File: src/rtl/cajero_parametrizado_pkg.sv
// Shared definitions for the parametrised ATM controller.
// Holds the controller state encoding and the transaction-type codes
// sampled on TIPO_TRANS together with MONTO_STB.
package cajero_parametrizado_pkg;

    typedef enum logic [2:0] {
        ESPERA_TARJETA,
        RECIBE_PIN,
        VERIFICA_PIN,
        ESPERA_MONTO,
        PROCESA,
        BLOQUEADO
    } estado_t;

    localparam logic TRANS_DEPOSITO = 1'b0;
    localparam logic TRANS_RETIRO   = 1'b1;

endpackage

File: src/rtl/cajero_parametrizado_captura_pin.sv
// PIN capture: shift register plus digit counter.
// Ports:
//   clk, reset     clock and synchronous active-low reset
//   borrar         hold the digit counter at zero (controller not collecting digits)
//   stb, digito    keypad strobe and BCD digit; digit shifts into the LS nibble
//   pin_ingresado  digits collected so far, first digit ends up in the top nibble
//   pin_listo      combinational: the current strobe completes the N-digit PIN
module captura_pin #(
    parameter int unsigned N_DIGITOS = 4
) (
    input  logic                     clk,
    input  logic                     reset,
    input  logic                     borrar,
    input  logic                     stb,
    input  logic [3:0]               digito,
    output logic [4*N_DIGITOS-1:0]   pin_ingresado,
    output logic                     pin_listo
);

    localparam int unsigned CW = $clog2(N_DIGITOS + 1);

    logic [CW-1:0]            cuenta;
    logic [4*N_DIGITOS+3:0]   desplazado;

    always_comb begin
        desplazado = {pin_ingresado, digito};
        pin_listo  = stb && !borrar && (cuenta == CW'(N_DIGITOS - 1));
    end

    always_ff @(posedge clk) begin
        if (!reset) begin
            cuenta        <= '0;
            pin_ingresado <= '0;
        end else if (borrar) begin
            cuenta <= '0;
        end else if (stb) begin
            pin_ingresado <= desplazado[4*N_DIGITOS-1:0];
            // Wrap to zero on the last digit so a retry starts clean.
            cuenta        <= pin_listo ? '0 : cuenta + CW'(1);
        end
    end

endmodule

File: src/rtl/cajero_parametrizado.sv
// Parametrised ATM transaction controller.
// Captures an N-digit PIN, tracks failed attempts with warning and lockout,
// then executes one deposit or withdrawal against an internal balance.
// Ports:
//   CLK, RESET             clock, synchronous active-low reset
//   TARJETA_RECIBIDA       card present (level)
//   PIN                    correct PIN for the card, MS digit in top nibble
//   DIGITO, DIGITO_STB     keypad digit and its one-cycle strobe
//   TIPO_TRANS, MONTO,     transaction type (0 deposit, 1 withdrawal), amount,
//   MONTO_STB              and their one-cycle strobe
//   BALANCE                registered current balance
//   BALANCE_ACTUALIZADO,   one-cycle result pulses
//   ENTREGAR_DINERO, PIN_INCORRECTO, FONDOS_INSUFICIENTES, LIMITE_EXCEDIDO
//   ADVERTENCIA, BLOQUEO   registered status levels
module cajero_parametrizado
    import cajero_parametrizado_pkg::*;
#(
    parameter int unsigned          N_DIGITOS     = 4,
    parameter int unsigned          MONTO_W       = 32,
    parameter int unsigned          BAL_W         = 64,
    parameter int unsigned          MAX_INTENTOS  = 3,
    parameter logic [MONTO_W-1:0]   LIMITE_RETIRO = MONTO_W'(50000),
    parameter logic [BAL_W-1:0]     BALANCE_INI   = BAL_W'(1000)
) (
    input  logic                     CLK,
    input  logic                     RESET,
    input  logic                     TARJETA_RECIBIDA,
    input  logic [4*N_DIGITOS-1:0]   PIN,
    input  logic [3:0]               DIGITO,
    input  logic                     DIGITO_STB,
    input  logic                     TIPO_TRANS,
    input  logic [MONTO_W-1:0]       MONTO,
    input  logic                     MONTO_STB,
    output logic [BAL_W-1:0]         BALANCE,
    output logic                     BALANCE_ACTUALIZADO,
    output logic                     ENTREGAR_DINERO,
    output logic                     PIN_INCORRECTO,
    output logic                     ADVERTENCIA,
    output logic                     BLOQUEO,
    output logic                     FONDOS_INSUFICIENTES,
    output logic                     LIMITE_EXCEDIDO
);

    localparam int unsigned FW = $clog2(MAX_INTENTOS + 1);
    localparam logic [FW-1:0] FALLOS_MAX  = FW'(MAX_INTENTOS);
    localparam logic [FW-1:0] FALLOS_AVISO = FW'(MAX_INTENTOS - 1);

    estado_t                  estado, estado_sig;
    logic [FW-1:0]            fallos, fallos_sig, fallos_mas;
    logic [BAL_W-1:0]         balance_sig;
    logic [MONTO_W-1:0]       monto_reg;
    logic                     tipo_reg;
    logic [BAL_W-1:0]         monto_ext;
    logic [BAL_W:0]           suma;

    logic                     act_sig, entregar_sig, pin_inc_sig;
    logic                     adv_sig, bloq_sig, fondos_sig, limite_sig;

    logic [4*N_DIGITOS-1:0]   pin_ingresado;
    logic                     pin_listo;
    logic                     borrar;

    // Counter is held at zero whenever digits are not being collected,
    // which also clears it on every entry to RECIBE_PIN.
    assign borrar = (estado != RECIBE_PIN);

    captura_pin #(
        .N_DIGITOS (N_DIGITOS)
    ) u_captura (
        .clk           (CLK),
        .reset         (RESET),
        .borrar        (borrar),
        .stb           (DIGITO_STB),
        .digito        (DIGITO),
        .pin_ingresado (pin_ingresado),
        .pin_listo     (pin_listo)
    );

    always_comb begin
        fallos_mas = fallos + FW'(1);
        monto_ext  = BAL_W'(monto_reg);
        suma       = {1'b0, BALANCE} + {1'b0, monto_ext};
    end

    always_comb begin
        estado_sig   = estado;
        fallos_sig   = fallos;
        balance_sig  = BALANCE;
        adv_sig      = ADVERTENCIA;
        bloq_sig     = BLOQUEO;
        act_sig      = 1'b0;
        entregar_sig = 1'b0;
        pin_inc_sig  = 1'b0;
        fondos_sig   = 1'b0;
        limite_sig   = 1'b0;

        case (estado)
            ESPERA_TARJETA: begin
                if (TARJETA_RECIBIDA) estado_sig = RECIBE_PIN;
            end
            RECIBE_PIN: begin
                if (pin_listo) estado_sig = VERIFICA_PIN;
            end
            VERIFICA_PIN: begin
                if (pin_ingresado == PIN) begin
                    estado_sig = ESPERA_MONTO;
                    fallos_sig = '0;
                    adv_sig    = 1'b0;
                end else begin
                    pin_inc_sig = 1'b1;
                    fallos_sig  = fallos_mas;
                    if (fallos_mas == FALLOS_MAX) begin
                        estado_sig = BLOQUEADO;
                        bloq_sig   = 1'b1;
                        adv_sig    = 1'b0;
                    end else begin
                        estado_sig = RECIBE_PIN;
                        if (fallos_mas == FALLOS_AVISO) adv_sig = 1'b1;
                    end
                end
            end
            ESPERA_MONTO: begin
                if (MONTO_STB) estado_sig = PROCESA;
            end
            PROCESA: begin
                estado_sig = ESPERA_TARJETA;
                if (tipo_reg == TRANS_RETIRO) begin
                    if (monto_reg > LIMITE_RETIRO) begin
                        limite_sig = 1'b1;
                    end else if (monto_ext > BALANCE) begin
                        fondos_sig = 1'b1;
                    end else begin
                        balance_sig  = BALANCE - monto_ext;
                        act_sig      = 1'b1;
                        entregar_sig = 1'b1;
                    end
                end else begin
                    balance_sig = suma[BAL_W] ? '1 : suma[BAL_W-1:0];
                    act_sig     = 1'b1;
                end
            end
            BLOQUEADO: begin
                estado_sig = BLOQUEADO;
            end
            default: begin
                estado_sig = ESPERA_TARJETA;
            end
        endcase
    end

    always_ff @(posedge CLK) begin
        if (!RESET) begin
            estado               <= ESPERA_TARJETA;
            fallos               <= '0;
            BALANCE              <= BALANCE_INI;
            monto_reg            <= '0;
            tipo_reg             <= TRANS_DEPOSITO;
            BALANCE_ACTUALIZADO  <= 1'b0;
            ENTREGAR_DINERO      <= 1'b0;
            PIN_INCORRECTO       <= 1'b0;
            ADVERTENCIA          <= 1'b0;
            BLOQUEO              <= 1'b0;
            FONDOS_INSUFICIENTES <= 1'b0;
            LIMITE_EXCEDIDO      <= 1'b0;
        end else begin
            estado               <= estado_sig;
            fallos               <= fallos_sig;
            BALANCE              <= balance_sig;
            BALANCE_ACTUALIZADO  <= act_sig;
            ENTREGAR_DINERO      <= entregar_sig;
            PIN_INCORRECTO       <= pin_inc_sig;
            ADVERTENCIA          <= adv_sig;
            BLOQUEO              <= bloq_sig;
            FONDOS_INSUFICIENTES <= fondos_sig;
            LIMITE_EXCEDIDO      <= limite_sig;
            if (estado == ESPERA_MONTO && MONTO_STB) begin
                monto_reg <= MONTO;
                tipo_reg  <= TIPO_TRANS;
            end
        end
    end

endmodule

File: config.mk
export PLATFORM = sky130hd
export DESIGN_NAME = cajero_parametrizado
export DESIGN_NICKNAME = d
export VERILOG_FILES = /design/src/rtl/cajero_parametrizado_pkg.sv /design/src/rtl/cajero_parametrizado_captura_pin.sv /design/src/rtl/cajero_parametrizado.sv
export SDC_FILE = /design/constraint.sdc
export NUM_CORES = 1
export LEC_CHECK = 0
export ABC_AREA = 1
export CAP_MARGIN = 20
export CORE_UTILIZATION = 40
export CTS_BUF_LIST = sky130_fd_sc_hd__clkbuf_16
export DETAILED_ROUTE_END_ITERATION = 10
export MAX_ROUTING_LAYER = met4
export SLEW_MARGIN = 20
export SYNTH_ARGS = -nofsm -noshare
export SYNTH_HDL_FRONTEND = slang
export SYNTH_SLANG_ARGS = --single-unit
File: constraint.sdc
create_clock -name CLK -period 2.2 [get_ports CLK]
set_input_delay 0.33 -clock CLK [delete_from_list [all_inputs] [get_ports CLK]]
set_output_delay 0.33 -clock CLK [all_outputs]
set_load 0.1 [all_outputs]
==> results.tsv, run 1 <==
metric	value	unit
status	finished with violations	
failing checks	setup timing	
data arrival time of the worst path	2.93	ns
Starting Density	40.8	%
Synth Area in Adders	6.48	%
cells after synthesis	2525	
Synth Area in Compound Gates	12.0	%
worst-path cell chain	buf_4, nor4_1, nand2_1, nor2_2, nand3_1, nand3_1, nand3_4, buf_6, clkbuf_16, nor3b_1, nor2_1	
flop-to-flop setup slack	-0.39	ns
Tot Pwr	11.5	mW
Final setup viols	65	
sequential share of power	21.9	%
net switching power	5.29	mW
cell taking the most area after synthesis	nand2_1	
Clk pwr share	25.9	%
Logic pwr share	52.2	%
Setup Crit Path Kind	flip-flop to flip-flop	
Final Cycle Share	118	%
Synth Area in Simple Gates	45.1	%
CTS root buffer	clkbuf_16	
max-slew violations	0	
GRT Total Usage	39.1	%
Syn. warnings	0	
RSZ-0062 raised after global routing	yes	
Final WS setup	-0.393	ns
Worst setup SP type	flip-flop	
Design Area, Final	21400	sq um
initial antenna violation count	0	
Max-Cap Viols	0	
via count of the first global-routing pass	17200	
Worst EP required	2.53	ns
Yosys cell types	48	
Detailed Route WL	70000	microns
Synth Flop Type	dfxtp_1	
Critical R2R Launch	monto_reg[24]	
met1 usage	53.9	%
flip-flop and latch area	2740	sq um
final core occ	63.5	%
Pre-antenna DRT Iters	9	
register area share after synthesis	18.6	%
I/O pin total	129	
Hold Fails Final Rpt	0	
syn avg cell area	5.45	sq um
hold depth	3	
syn nets	2653	
vias per std cell	5.36	
DR DRC count	0	
post-synthesis cell area	13800	sq um
Multi-input gate area	10700	sq um
Place WS	-0.654	ns
Core Box Area	33700	sq um
CTS tree	done	
f_max	386	MHz
crit path capture type	flip-flop	
post-DR wirelength/cell	19.8	microns
most common library cells after synthesis	775 x nand2_1, 383 x inv_1, 321 x nor2_1, 206 x nand3_1, 146 x a21oi_1	
maximum fanout along the worst path	7	
Async S/R FF share, synth	0	%
share of cells above drive strength 1	33.4	%
WHS	0.266	ns
Hold Startpoint	RESET	
Fillers	3235	
total CTS buffers	17	
Worst path slowest cell	nor4_1	
Die H	187	microns
Power Density	539	nW/um^2
most used cell along the critical path	nand3_1	
Routed Antenna Nets	0	
gr busiest metal	met2	
Synth Register Bits	128	
Post-Synth XOR/XNOR Area	2.93	%
Worst Hold Path EP	BALANCE[47]	
first-pass GRT wire length	101000	microns
min cycle time layout	2.59	ns
Max clock buf depth	2	
Slew headroom	57.9	%
mux cell area share after synthesis	0	%
clock slew at reported path FFs	0.07	ns
max FFs per register	64	
Clock Skew	0.0191	ns
main combinational cell family by area after synthesis	simple AND/OR/NAND/NOR gates	
Leakage	11.3	nW
top-area cell type share of the netlist area	21.2	%
CTS HTree Levels	4	
row count	67	
clock latency on the worst-skew pair	0.46	ns
reg2reg end	BALANCE[13]	
most numerous cell in the Yosys netlist	nand2_1	
Hold Path Class	input pin to flip-flop	
Die X	187	microns
routing usage on met3	5.08	%
final-stage net count	3200	
Hold Buf Count CTS	0	
CTS Sinks	128	
Register-to-Register Path Depth	11	
Area contributors post-synth	nand2_1 21%, dfxtp_1 19%, inv_1 10%, nor2_1 8.8%, nand3_1 7.5%	
Placed Area	19200	sq um
Starting DRT DRC Count	2098	
sw frac	45.8	%
slowest stage delay, CP	0.39	ns
VDD IR max	584	uV
GR Util met2	58.5	%
Pint	6.25	mW
GP Congestion	1.07	
PortBufs	128	
largest net degree at the start of global routing	58	
Slew @ Worst Pin	0.632	ns
die area	35100	sq um
DR vias	18900	
grt ovf	0	
EDFF count, synth	0	
Final HPWL DP	54400	microns
Area Growth Syn to Fin	55.7	%
Antenna Cells	0	
## routing by layer
metal  vias to the layer above  wire (microns)
li1                       9009               -
met1                      8851           30600
met2                       962           30000
met3                       125            6790
met4                         0            2640
met5                         -               0
## cells by family after synthesis
family | count (synthesis)
compound gates | 320
xor+xnor | 46
simple gates | 1454
fa+ha+maj | 70
buf+inv | 507
flops | 128
## per-stage QoR
stage / TNS (ns) / cells
global route: -22.97 / 3533
floorplan: -0.698 / 2525
finish: -18.64 / 3533
CTS: -17.62 / 3515
global placement: -31.49 / 3474
detailed placement: -32.62 / 3474
## critical path, delay by kind of cell, from the launching register on
family | cells | cell delay, ns
flops | 1 | 0.32
buf+inv | 3 | 0.49
simple gates | 8 | 1.68
## cell type report
class	count	area share, %
Clock buffer	18	2.10
Sequential cell	128	12.8
Timing Repair inverter	1	0.0935
Multi-Input combinational cell	1890	49.8
Clock inverter	14	0.614
Timing Repair Buffer	623	24.6
Tap cell	448	2.62
Inverter	411	7.29
## power groups by stage
stage,registers (mW),logic (mW),clock network (mW)
2_1_floorplan,2.72,2.81,0
3_3_place_gp,2.56,5.26,0
3_5_place_dp,2.56,5.34,0
4_1_cts,2.51,5.60,3.02
5_1_grt,2.53,6.46,3.10
6_report,2.52,6.02,2.99
## layout by cell type (no fill, tap or decap), drive strengths merged, types with 5 or more instances in the layout
cell type      Yosys  final
nand2            777    777
xor2              42     42
nand3            216    216
clkinv             5      7
nor2             338    338
or2                5      5
clkdlybuf4s50      0     56
clkbuf            30     25
nor3              41     41
dfxtp            128    128
buf               66    560
o21bai             7      7
nor3b             10     10
inv              406    418
o21ai            157    157
ha                68     68
nand4             41     41
nor4              17     17
a21oi            148    148
## worst max path at each step
| stage | from | endpoint | slack, ns | depth (start not counted) |
|---|---|---|---|---|
| 2_1_floorplan | BALANCE[17] | BALANCE[53] | -0.02 | 15 |
| 3_3_place_gp | monto_reg[0] | BALANCE[44] | -0.66 | 17 |
| 3_5_place_dp | monto_reg[0] | BALANCE[44] | -0.65 | 17 |
| 4_1_cts | monto_reg[0] | BALANCE[44] | -0.33 | 17 |
| 5_1_grt | monto_reg[21] | BALANCE[44] | -0.40 | 16 |
| 6_report | monto_reg[24] | BALANCE[13] | -0.39 | 11 |
## timing repair
action,4_1_cts,5_1_grt
endpoints found under the setup margin,67,67
buffers inserted,7,10
resized for setup,113,215
gates cloned,2,9
pin swaps,14,48
(Power assumes the default switching activity.)
==> run 2: changes to the inputs <==
- PLACE_DENSITY_LB_ADDON: not set -> 0.25
- RECOVER_POWER: not set -> 100
- SKIP_CTS_REPAIR_TIMING: not set -> 1
==> results.tsv, run 2 (same netlist as run 1, synthesis figures left out) <==
metric	value	unit
GRT Total Usage	39.8	%
Leakage	11.2	nW
VDD IR max	645	uV
Clock Skew	0.0156	ns
CTS root buffer	clkbuf_16	
flip-flop and latch area	2740	sq um
grt ovf	0	
initial antenna violation count	0	
Area Growth Syn to Fin	51.8	%
Worst path slowest cell	fa_2	
max-slew violations	0	
PortBufs	128	
delay-heaviest family, CP	simple AND/OR/NAND/NOR gates	
data arrival time of the worst path	3.00	ns
Die X	187	microns
Critical R2R Launch	BALANCE[0]	
Slew @ Worst Pin	0.691	ns
crit path capture type	flip-flop	
reg2reg end	BALANCE[37]	
CTS tree	done	
hold depth	3	
Final WS setup	-0.451	ns
Worst EP required	2.54	ns
maximum fanout along the worst path	6	
largest net degree at the start of global routing	53	
first-pass GRT wire length	102000	microns
Die H	187	microns
Detailed Route WL	70300	microns
slowest stage delay, CP	0.42	ns
CTS Sinks	128	
row count	67	
total CTS buffers	17	
Slew headroom	53.5	%
Pre-antenna DRT Iters	7	
Starting Density	40.8	%
Routed Antenna Nets	0	
die area	35100	sq um
post-DR wirelength/cell	19.9	microns
vias per std cell	5.33	
RSZ-0062 raised after global routing	yes	
final-stage net count	3205	
Final setup viols	65	
Worst setup SP type	flip-flop	
CTS HTree Levels	4	
most used cell along the critical path	nand2_4	
Final HPWL DP	56900	microns
via count of the first global-routing pass	17600	
DR DRC count	0	
max FFs per register	64	
most frequent cells in the layout	735 x nand2_1, 467 x buf_4, 379 x inv_1, 275 x nor2_1, 192 x nand3_1	
share of cells above drive strength 1	30.7	%
Hold Path Class	input pin to flip-flop	
Bufs and invs on worst path	6	
I/O pin total	129	
GP Congestion	1.07	
Multi-input gate area	10300	sq um
Worst Hold Path EP	BALANCE[26]	
WHS	0.282	ns
status	finished with violations	
Max-Cap Viols	0	
Max clock buf depth	2	
Hold Fails Final Rpt	0	
Fillers	3385	
Placed Area	19300	sq um
Setup Crit Path Kind	flip-flop to flip-flop	
Starting DRT DRC Count	1874	
min cycle time layout	2.65	ns
Core Box Area	33700	sq um
clock latency on the worst-skew pair	0.46	ns
DR vias	18900	
Register-to-Register Path Depth	19	
failing checks	setup timing	
flop-to-flop setup slack	-0.45	ns
Power Density	549	nW/um^2
Design Area, Final	20900	sq um
Hold Startpoint	RESET	
clock slew at reported path FFs	0.07	ns
most common cell after layout, fill and taps aside	nand2_1	
worst-path cell chain	buf_6, inv_4, ha_4, inv_4, fa_2, nand3_2, nand3_4, nand2_4, nand2_4, nand2_4, nand2_4, nand2_4, nand4_4, nand3_4, clkinv_8, buf_12, clkbuf_16, o21ai_1, a21oi_1	
Antenna Cells	0	
Final Cycle Share	121	%
f_max	377	MHz
[run 2: cell types whose count changed in the layout (fill, tap and decap cells not counted), sizes merged]
cell and change:
inv -3, buf -65, bufinv +2, clkbuf +71
[run 2: per-stage QoR]
stage	total power, mW	setup WS, ns	TNS [ns]	std cells	util, %
finish	11.5	-0.451	-25.59	3538	61.9
global route	12.1	-0.549	-31.79	3538	61.9
CTS	11.0	-0.592	-33.81	3522	59.1
detailed placement	7.85	-0.576	-32.19	3490	57.3
global placement	7.77	-0.507	-26.75	3490	57.3
floorplan	5.53	-0.0246	-0.698	2525	-
[run 2: layout make-up]
class                      count  share of cell area [%]
multi-input combinational   1890                    49.4
timing repair buffer         629                    24.4
clock buffer                  18                    2.16
tap                          448                    2.69
inverter                     411                    7.47
sequential                   128                    13.1
clock inverter                14                   0.809
[run 2: power by group]
group          total (mW)  internal (mW)  switching, mW
registers            2.52           2.40          0.120
clock network        3.20           1.79           1.42
logic                5.74           2.10           3.65
total                11.5           6.28           5.18
[run 2: worst max-delay path by stage]
stage	depth (start not counted)	end	startpoint
4_1_cts	18	BALANCE[28]	BALANCE[0]
2_1_floorplan	15	BALANCE[53]	BALANCE[17]
3_3_place_gp	17	BALANCE[63]	monto_reg[29]
3_5_place_dp	18	BALANCE[28]	BALANCE[0]
6_report	19	BALANCE[37]	BALANCE[0]
5_1_grt	19	BALANCE[38]	BALANCE[0]
[run 2: metal layers]
| metal | vias to the layer above | share of wire [%] | global-route usage (%) | wire length [microns] |
|---|---|---|---|---|
| met5 | - | 0 | - | 0 |
| met4 | 0 | 4.1 | 16.6 | 2890 |
| met3 | 132 | 9.3 | 6.04 | 6530 |
| met2 | 925 | 43 | 59.4 | 30100 |
| met1 | 8766 | 44 | 53.2 | 30800 |
| li1 | 9027 | - | - | - |
[run 2: tightest hold or removal path: stages]
cell	delay, ns
buf_4	0.23
o21ai_2	0.09
nor2_1	0.04
==> variant (flow settings as in run 1) <==
`MAX_INTENTOS`: 3 -> 6.
--- a/src/rtl/cajero_parametrizado.sv
+++ b/src/rtl/cajero_parametrizado.sv
@@ -18,7 +18,7 @@
     parameter int unsigned          N_DIGITOS     = 4,
     parameter int unsigned          MONTO_W       = 32,
     parameter int unsigned          BAL_W         = 64,
-    parameter int unsigned          MAX_INTENTOS  = 3,
+    parameter int unsigned          MAX_INTENTOS  = 6,
     parameter logic [MONTO_W-1:0]   LIMITE_RETIRO = MONTO_W'(50000),
     parameter logic [BAL_W-1:0]     BALANCE_INI   = BAL_W'(1000)
 ) (
Formal check against the unedited RTL: no difference found for any inputs over 4 cycles, from zero or initial values and one cycle with RESET low; that may be too few to reach the edited logic, so the function may still have changed.
==> variant against run 1 <==
  * First-iteration DRC count shrank 12%
  * Routed wire length shrank 5.6%
  * Clock skew shrank 0.0052 ns
  * Sequential cell count grew 1
  * Largest cell class unchanged
  * The run still ends with setup timing left
  * Combinational power shrank 2%
  * Worst setup slack gained 0.15 ns
  * Fmax grew 6.1%
  * Clock power grew 3%
  * Design area grew 0.89%
  * Power shrank 0.20%
  * Area after synthesis shrank 0.96%
==> variant: results (changes against run 1) <==
[pwr]
p_int_mw=6.456  ; +3.3%
comb-power_mw=5.90  ; -2%
ir_worst_vdd_uv=611.4  ; +4.7%
p_seq_frac=0.221  ; +0.002
p_leak_nw=11.25  ; -0.25%

[logic_synthesis]
yosys_warnings=0  ; unchanged
ys_types=51  ; +6.3%
netlist_top_cells_count=nand2_1, inv_1, nor2_1
synth_nets=2611  ; -1.6%
ys_seq_area_frac=0.1896  ; +0.003285
syn_area_per_cell_sq_um=5.487  ; +0.75%
synth_area_leaders=nand2_1, dfxtp_1, inv_1

[detailed_routing]
first_iter_violations=1851  ; -12%
dr_wl_met3_um=5764  ; -15%
drt-met1-wl_um=28690  ; -6.4%
vias_per_cell=5.289  ; -1.4%
routed-wl-met2_um=28930  ; -3.4%
drt_wl_total_um=66080  ; -5.6%
drt_first_pass_iters=6  ; -3

[setup_path]
crit_fanout=13  ; +6
ff2ff_path_depth=18  ; +7
crit_path_end=BALANCE[37]
crit_slowest_cell=dfxtp_4
cp_slowest_stage_delay_ns=0.36  ; -0.03 ns

[placement]
gp_congestion=1.071  ; -0.17%
placedCellCount=3445  ; -0.83%
place_area_sq_um=19030  ; -0.76%
dp_hpwl_um=52400  ; -3.7%
numPortBuffers=128  ; unchanged

[grt]
grt_pass1_vias=17650  ; +2.7%
grt_max_degree=99  ; +71%
gr-usage-met3=0.05736  ; +0.006519
use_met2=0.6033  ; +0.01883
grtUsageTotal=0.3874  ; -0.003628
grt_pass1_wl_um=100400  ; -0.96%
use_met1=0.5071  ; -0.03233

[min_path]
hold_start=RESET
hold_end=BALANCE[7]

[timing]
finalClockSkew_ns=0.01393  ; -0.005206 ns
worst_pin_slew_ns=0.6209  ; -0.01063 ns
setup-tns-final_ns=-11.09  ; +7.548 ns
setup_violations=65  ; unchanged
setup_slack_ns=-0.2437  ; +0.1498 ns

[clocking]
cts_resized=248  ; +120%
htree_levels=4  ; unchanged
clk_path_buf_depth=2  ; unchanged
cts_setup_buffers=12  ; +5
clk_latency_ns=0.46  ; about the same

[status]
failed_checks=setup timing
outcome=finished, violations left

[finish]
drive_above_1_share=0.3692  ; +0.03529
finalNonFillerCells=3509  ; -0.68%
num-nets-final=3177  ; -0.72%

## variant: cell types whose count changed in the layout (fill, tap and decap cells not counted), moves of 12 or more
cell and change:
nand3_2 +14, buf_6 +16, o21ai_2 -21, nand2_1 -63, o21ai_1 +26, xnor2_1 +15, nand3_1 -27, xor2_1 -16
nor2_2 +15, nand2_2 +32, inv_1 -20, buf_4 +12, a21oi_1 -17
## variant: stage by stage
step                      hold WS, ns  worst slack (ns)
after CTS                      0.3806           -0.1884
after floorplan                0.4429           -0.1058
after global placement         0.4490           -0.5430
final                          0.3945           -0.2437
after global routing           0.4250           -0.3190
after detailed placement       0.4509           -0.5521
## variant: layout make-up
type	instances	area (sq um)
sequential	129	2765
timing repair buffer	639	5255
multi-input combinational	1862	10870
tap	448	560.5
fill	3192	11940
clock buffer	22	550.5
clock inverter	10	62.56
inverter	399	1533
## variant: kinds of logic after synthesis
logic type	synth area share
xor+xnor	0.02830
simple gates	0.4417
buf+inv	0.1455
fa+ha+maj	0.06634
flops	0.1896
compound gates	0.1285
